$ cat src/rtl/lcd_responder.sv
// Receive-side HD44780-subset model: decodes driver writes into a 2x16 display buffer
// and reproduces the controller's busy timing so the design can read back the panel.
module lcd_responder #(
    parameter int unsigned BUSY_CYCLES  = 40,
    parameter int unsigned CLEAR_CYCLES = 64
) (
    input  logic       clk,
    input  logic       rst,
    input  logic       lcd_rs,
    input  logic       lcd_rw,
    input  logic       lcd_e,
    input  logic [7:0] lcd_data,
    input  logic [4:0] rd_index,
    output logic [7:0] rd_char,
    output logic [7:0] bf_addr,
    output logic       busy,
    output logic       display_on,
    output logic       cursor_on,
    output logic       wr_strobe,
    output logic       overrun
);

    localparam int unsigned MaxCycles = (CLEAR_CYCLES > BUSY_CYCLES) ? CLEAR_CYCLES : BUSY_CYCLES;
    localparam int unsigned CntW      = $clog2(MaxCycles + 1);
    localparam logic [7:0]  Space     = 8'h20;

    logic            e_sync1_q, e_sync1_d;
    logic            e_sync2_q, e_sync2_d;
    logic            e_hist_q, e_hist_d;
    logic            cap_rs_q, cap_rs_d;
    logic            cap_rw_q, cap_rw_d;
    logic [7:0]      cap_data_q, cap_data_d;
    logic            cmd_rs_q, cmd_rs_d;
    logic [7:0]      cmd_data_q, cmd_data_d;
    logic            wr_strobe_q, wr_strobe_d;
    logic [CntW-1:0] cnt_q, cnt_d;
    logic            busy_q, busy_d;
    logic [6:0]      ac_q, ac_d;
    logic            inc_q, inc_d;
    logic            display_on_q, display_on_d;
    logic            cursor_on_q, cursor_on_d;
    logic            overrun_q, overrun_d;
    logic            sweep_q, sweep_d;
    logic [4:0]      sweep_ptr_q, sweep_ptr_d;
    logic [7:0]      buf_q [32];
    logic [7:0]      buf_d [32];
    logic [7:0]      rd_char_q, rd_char_d;
    logic [7:0]      bf_addr_q, bf_addr_d;

    logic fall;
    logic accept;
    logic is_clear;

    // DDRAM address walk: line 1 is 0x00-0x0F, line 2 is 0x40-0x4F, crossing between them.
    function automatic logic [6:0] ac_step(input logic [6:0] ac, input logic up);
        if (up) begin
            if (ac == 7'h0F) return 7'h40;
            if (ac == 7'h4F) return 7'h00;
            return ac + 7'd1;
        end
        if (ac == 7'h40) return 7'h0F;
        if (ac == 7'h00) return 7'h4F;
        return ac - 7'd1;
    endfunction

    always_comb begin
        e_sync1_d    = lcd_e;
        e_sync2_d    = e_sync1_q;
        e_hist_d     = e_sync2_q;
        cap_rs_d     = cap_rs_q;
        cap_rw_d     = cap_rw_q;
        cap_data_d   = cap_data_q;
        cmd_rs_d     = cmd_rs_q;
        cmd_data_d   = cmd_data_q;
        ac_d         = ac_q;
        inc_d        = inc_q;
        display_on_d = display_on_q;
        cursor_on_d  = cursor_on_q;
        sweep_d      = sweep_q;
        sweep_ptr_d  = sweep_ptr_q;
        buf_d        = buf_q;

        // Bus is captured while E is high so the value held just before the fall is kept.
        if (e_sync2_q) begin
            cap_rs_d   = lcd_rs;
            cap_rw_d   = lcd_rw;
            cap_data_d = lcd_data;
        end

        fall        = e_hist_q & ~e_sync2_q;
        accept      = fall & ~cap_rw_q & ~busy_q;
        is_clear    = ~cap_rs_q & (cap_data_q == 8'h01);
        wr_strobe_d = accept;
        overrun_d   = overrun_q | (fall & ~cap_rw_q & busy_q);

        if (accept) begin
            cmd_rs_d   = cap_rs_q;
            cmd_data_d = cap_data_q;
        end

        if (accept) begin
            cnt_d = is_clear ? CntW'(CLEAR_CYCLES) : CntW'(BUSY_CYCLES);
        end else if (cnt_q != '0) begin
            cnt_d = cnt_q - CntW'(1);
        end else begin
            cnt_d = cnt_q;
        end
        busy_d = (cnt_d != '0);

        if (sweep_q) begin
            buf_d[sweep_ptr_q] = Space;
            sweep_ptr_d        = sweep_ptr_q + 5'd1;
            if (sweep_ptr_q == 5'd31) begin
                sweep_d = 1'b0;
            end
        end

        if (wr_strobe_q) begin
            if (cmd_rs_q) begin
                if (ac_q[6:4] == 3'b000) begin
                    buf_d[{1'b0, ac_q[3:0]}] = cmd_data_q;
                end else if (ac_q[6:4] == 3'b100) begin
                    buf_d[{1'b1, ac_q[3:0]}] = cmd_data_q;
                end
                ac_d = ac_step(ac_q, inc_q);
            end else if (cmd_data_q[7]) begin
                ac_d = cmd_data_q[6:0];
            end else if (cmd_data_q[6:4] == 3'b000) begin
                // Shift, function set and CGRAM address fall outside this branch untouched.
                if (cmd_data_q[3]) begin
                    display_on_d = cmd_data_q[2];
                    cursor_on_d  = cmd_data_q[1];
                end else if (cmd_data_q[2]) begin
                    inc_d = cmd_data_q[1];
                end else if (cmd_data_q[1]) begin
                    ac_d = 7'h00;
                end else if (cmd_data_q[0]) begin
                    ac_d        = 7'h00;
                    inc_d       = 1'b1;
                    buf_d[0]    = Space;
                    sweep_d     = 1'b1;
                    sweep_ptr_d = 5'd1;
                end
            end
        end

        rd_char_d = buf_q[rd_index];
        bf_addr_d = {busy_d, ac_d};
    end

    always_ff @(posedge clk or negedge rst) begin
        if (!rst) begin
            e_sync1_q    <= 1'b0;
            e_sync2_q    <= 1'b0;
            e_hist_q     <= 1'b0;
            cap_rs_q     <= 1'b0;
            cap_rw_q     <= 1'b0;
            cap_data_q   <= 8'h00;
            cmd_rs_q     <= 1'b0;
            cmd_data_q   <= 8'h00;
            wr_strobe_q  <= 1'b0;
            cnt_q        <= '0;
            busy_q       <= 1'b0;
            ac_q         <= 7'h00;
            inc_q        <= 1'b1;
            display_on_q <= 1'b0;
            cursor_on_q  <= 1'b0;
            overrun_q    <= 1'b0;
            sweep_q      <= 1'b0;
            sweep_ptr_q  <= 5'd0;
            for (int i = 0; i < 32; i++) begin
                buf_q[i] <= Space;
            end
            rd_char_q    <= Space;
            bf_addr_q    <= 8'h00;
        end else begin
            e_sync1_q    <= e_sync1_d;
            e_sync2_q    <= e_sync2_d;
            e_hist_q     <= e_hist_d;
            cap_rs_q     <= cap_rs_d;
            cap_rw_q     <= cap_rw_d;
            cap_data_q   <= cap_data_d;
            cmd_rs_q     <= cmd_rs_d;
            cmd_data_q   <= cmd_data_d;
            wr_strobe_q  <= wr_strobe_d;
            cnt_q        <= cnt_d;
            busy_q       <= busy_d;
            ac_q         <= ac_d;
            inc_q        <= inc_d;
            display_on_q <= display_on_d;
            cursor_on_q  <= cursor_on_d;
            overrun_q    <= overrun_d;
            sweep_q      <= sweep_d;
            sweep_ptr_q  <= sweep_ptr_d;
            buf_q        <= buf_d;
            rd_char_q    <= rd_char_d;
            bf_addr_q    <= bf_addr_d;
        end
    end

    assign rd_char    = rd_char_q;
    assign bf_addr    = bf_addr_q;
    assign busy       = busy_q;
    assign display_on = display_on_q;
    assign cursor_on  = cursor_on_q;
    assign wr_strobe  = wr_strobe_q;
    assign overrun    = overrun_q;

endmodule

$ cat config.mk
export PLATFORM = sky130hd
export DESIGN_NAME = lcd_responder
export DESIGN_NICKNAME = d
export VERILOG_FILES = /design/src/rtl/lcd_responder.sv
export SDC_FILE = /design/constraint.sdc
export NUM_CORES = 1
export LEC_CHECK = 0
export CAP_MARGIN = 20
export CORE_MARGIN = 10
export CORE_UTILIZATION = 45
export CTS_BUF_LIST = sky130_fd_sc_hd__clkbuf_4 sky130_fd_sc_hd__clkbuf_8 sky130_fd_sc_hd__clkbuf_16
export DETAILED_ROUTE_END_ITERATION = 10
export GPL_ROUTABILITY_DRIVEN = 0
export PLACE_DENSITY = 0.69
export RECOVER_POWER = 50
export SETUP_SLACK_MARGIN = 0.1
export SYNTH_ARGS = -nofsm -noshare
export SYNTH_HDL_FRONTEND = slang
export SYNTH_SLANG_ARGS = --single-unit
$ cat constraint.sdc
create_clock -name clk -period 2.9 [get_ports clk]
set_input_delay 0.725 -clock clk [delete_from_list [all_inputs] [get_ports clk]]
set_output_delay 0.725 -clock clk [all_outputs]
set_load 0.01 [all_outputs]
==> out/metrics.csv <==
stage,metric,value,unit
floorplanning,core,33400,sq um
clock_tree,cts_made_buffers,35,
floorplanning,fp.dieH,204,microns
global_routing,use_met2,0.352,
synth,yosysMostFrequentCell,nand2_1,
clock_tree,cts_tree,done,
clock_tree,h-tree-depth,2,
timing,tns,0,ns
global_routing,busiest_layer,met2,
routing,drtAntennaViolNets,0,
worst_setup_path,crit_arrival,1.84,ns
synth,synth_top_area_cell,dfrtp_1,
timing,max_slew_margin,0.153,
clock_tree,cts.sinks,312,
final_layout,final_util,0.522,
worst_setup_path,max_stage_delay,0.66,ns
synth,async_flop_share,1.00,
hold_path,hp-class,reg2reg,
worst_setup_path,worstPathRequired,2.17,ns
timing,tightestPinTransition,1.27,ns
floorplanning,start_util,0.456,
final_layout,fillers,2908,
timing,fin_skew,0.0204,ns
synth,synth_seq_area_share,0.515,
routing,vias_per_cell,5.72,
timing,max_freq,390,MHz
worst_setup_path,worstSetupEndpointType,primary output,
floorplanning,ios,39,
synth,synth_edf_count,0,
floorplanning,die_w,204,microns
run,cap_violations,0,
routing,drt_pass1_iterations,6,
placement,dp_hpwl,31300,microns
worst_setup_path,cp_max_fo,10,
global_routing,antenna_found_initial,0,
routing,drc,0,
floorplanning,die_area,41600,sq um
synth,synth_top_cells_by_count,"nand2_1, dfrtp_1, o21ai_0",
worst_setup_path,crit_type,reg2out,
final_layout,fin_nets,1589,
final_layout,layout-drive-gt1-share,0.191,
placement,place_ws,0.196,ns
synth,netlist_instances,1532,
timing,setup_viol,0,
synth,syn_nets,1560,
synth,netlist_area,15200,sq um
synth,synthTopCellsByArea,"dfrtp_1, nand2_1, mux4_2",
timing,maxSlewViolCount,0,
timing,report.final.hold_viol_count,0,
global_routing,grt_util_met3,0.0447,
power_and_ir_drop,ir_drop,653,uV
routing,num_vias,11643,
power_and_ir_drop,leakagePower,7.11,nW
placement,io_buffers,38,
timing,rsz0062_at_grt,false,
global_routing,overflow,0,
worst_setup_path,crit_path_start_kind,register,
timing,hold_slack,0.363,ns
clock_tree,postCtsSetupRepairBufs,0,
synth,synth.distinct_cells,58,
final_layout,area_growth,14.6,%
global_routing,grt_pass1_vias,12051,
clock_tree,clockBufferDepth,3,
synth,ys_ff_latch,312,
timing,period_share,0.885,
synth,synth_top_flop_cell,dfrtp_1,
clock_tree,clkLatencyLatePin,0.53,ns
synth,synth_warnings,0,
global_routing,grt_max_degree,74,
floorplanning,rows,67,
global_routing,grt_use_met1,0.273,
synth,synth_top_area_share,0.457,
synth,avgSynthCellArea,9.95,sq um
timing,fin_crit,2.57,ns
clock_tree,root_buffer,clkbuf_16,
clock_tree,postCtsHoldBufs,0,
worst_setup_path,crit_chain,clkdlybuf4s50_1,
worst_setup_path,crit_slowest_cell,clkdlybuf4s50_1,
clock_tree,clk_pin_slew,0.06,ns
clock_tree,cts_resized,0,
worst_setup_path,cp.buffers_inverters,1,
outcome,outcome,completed,
routing,drtIter0Drc,1167,
global_routing,track_usage,0.218,
routing,routed_wl,44400,microns
final_layout,antenna_cells,0,
power_and_ir_drop,powerDensity,675,nW/um^2
timing,worst_slack,0.335,ns
global_routing,grt_pass1_wl,70500,microns
routing,wl_per_cell,21.8,microns
worst_setup_path,cp_top_family,buffers and inverters,
metrics by stage:
| stage | power [mW] | cell area [sq um] | cells |
|---|---|---|---|
| finish | 11.8 | 17500 | 2035 |
| global route | 12.2 | 17500 | 2035 |
| CTS | 11.8 | 17500 | 2035 |
| detailed placement | 7.17 | 16300 | 1972 |
| global placement | 7.13 | 16300 | 1972 |
| floorplan | 6.25 | 15200 | 1532 |
layer usage:
metal	routed length [microns]	part of all wire
met5	0	0
met4	2280	0.051
met3	3650	0.082
met2	21200	0.48
met1	17300	0.39
kinds of logic after synthesis:
kind of cell               synth area share
DFF                                   0.515
and+or+nand+nor                       0.179
adders and majority gates           0.00821
xor gates and xnor gates            0.00575
buffers and inverters                0.0369
muxes                                 0.144
AOI/OAI and AO/OA                     0.111
state kept, by name (all words and copies together) (netlist names), 5 cells and up:
name,flops
cap_data_q,8
sweep_ptr_q,5
rd_char,8
cnt_q,7
cmd_data_q,8
bf_addr,8
buf_q,256
layout make-up:
type,instances,area [sq um],share of cell area
flip-flops and latches,312,7850,0.450
inverters,9,33.8,0.00194
repair buffers,113,960,0.0550
clock inverters,9,124,0.00710
clock buffers,54,1100,0.0632
multi-input cells,1090,6830,0.391
well taps,448,561,0.0321
power breakdown:
group          internal (mW)  switching (mW)
logic                  0.651            1.63
clock network           2.89            1.79
registers               4.58           0.249
layout by cell type, fill, tap and decap left out, types with 4 or more instances in the layout:
cell / instances
a211o_1: 4
a21oi_1: 39
buf_4: 67
clkbuf_16: 37
clkbuf_4: 12
clkbuf_8: 8
clkdlybuf4s50_1: 34
clkinv_2: 5
dfrtp_1: 278
dfstp_2: 34
ha_1: 10
inv_1: 9
mux2_2: 29
mux2i_1: 5
mux4_2: 80
nand2_1: 516
nand2b_1: 5
nand3_1: 12
nand4b_1: 4
nor2_1: 20
nor3_1: 22
nor3_2: 6
nor3b_1: 7
nor4_1: 4
nor4_2: 5
o21ai_0: 246
o21ai_1: 15
or4_1: 4
xnor2_1: 7
path summary, 6_finish.rpt:
kind | slack (ns) | cells past startpoint | to | startpoint
max | 0.33 | 1 | bf_addr[6] | bf_addr[6]$_DFFE_PN0P_
min | 0.36 | 0 | e_hist_d$_DFF_PN0_ | e_sync1_q$_DFF_PN0_
max reg2reg | 0.40 | 5 | buf_q[217]$_DFF_PN0_ | bf_addr[1]$_DFFE_PN0P_
min reg2reg | 0.36 | 0 | e_hist_d$_DFF_PN0_ | e_sync1_q$_DFF_PN0_
max in group asynchronous | 0.65 | 2 | buf_q[106]$_DFF_PN0_ | rst
min in group asynchronous | 0.47 | 1 | buf_q[138]$_DFF_PN0_ | rst
Note: power is estimated with default switching activity, not from simulation.
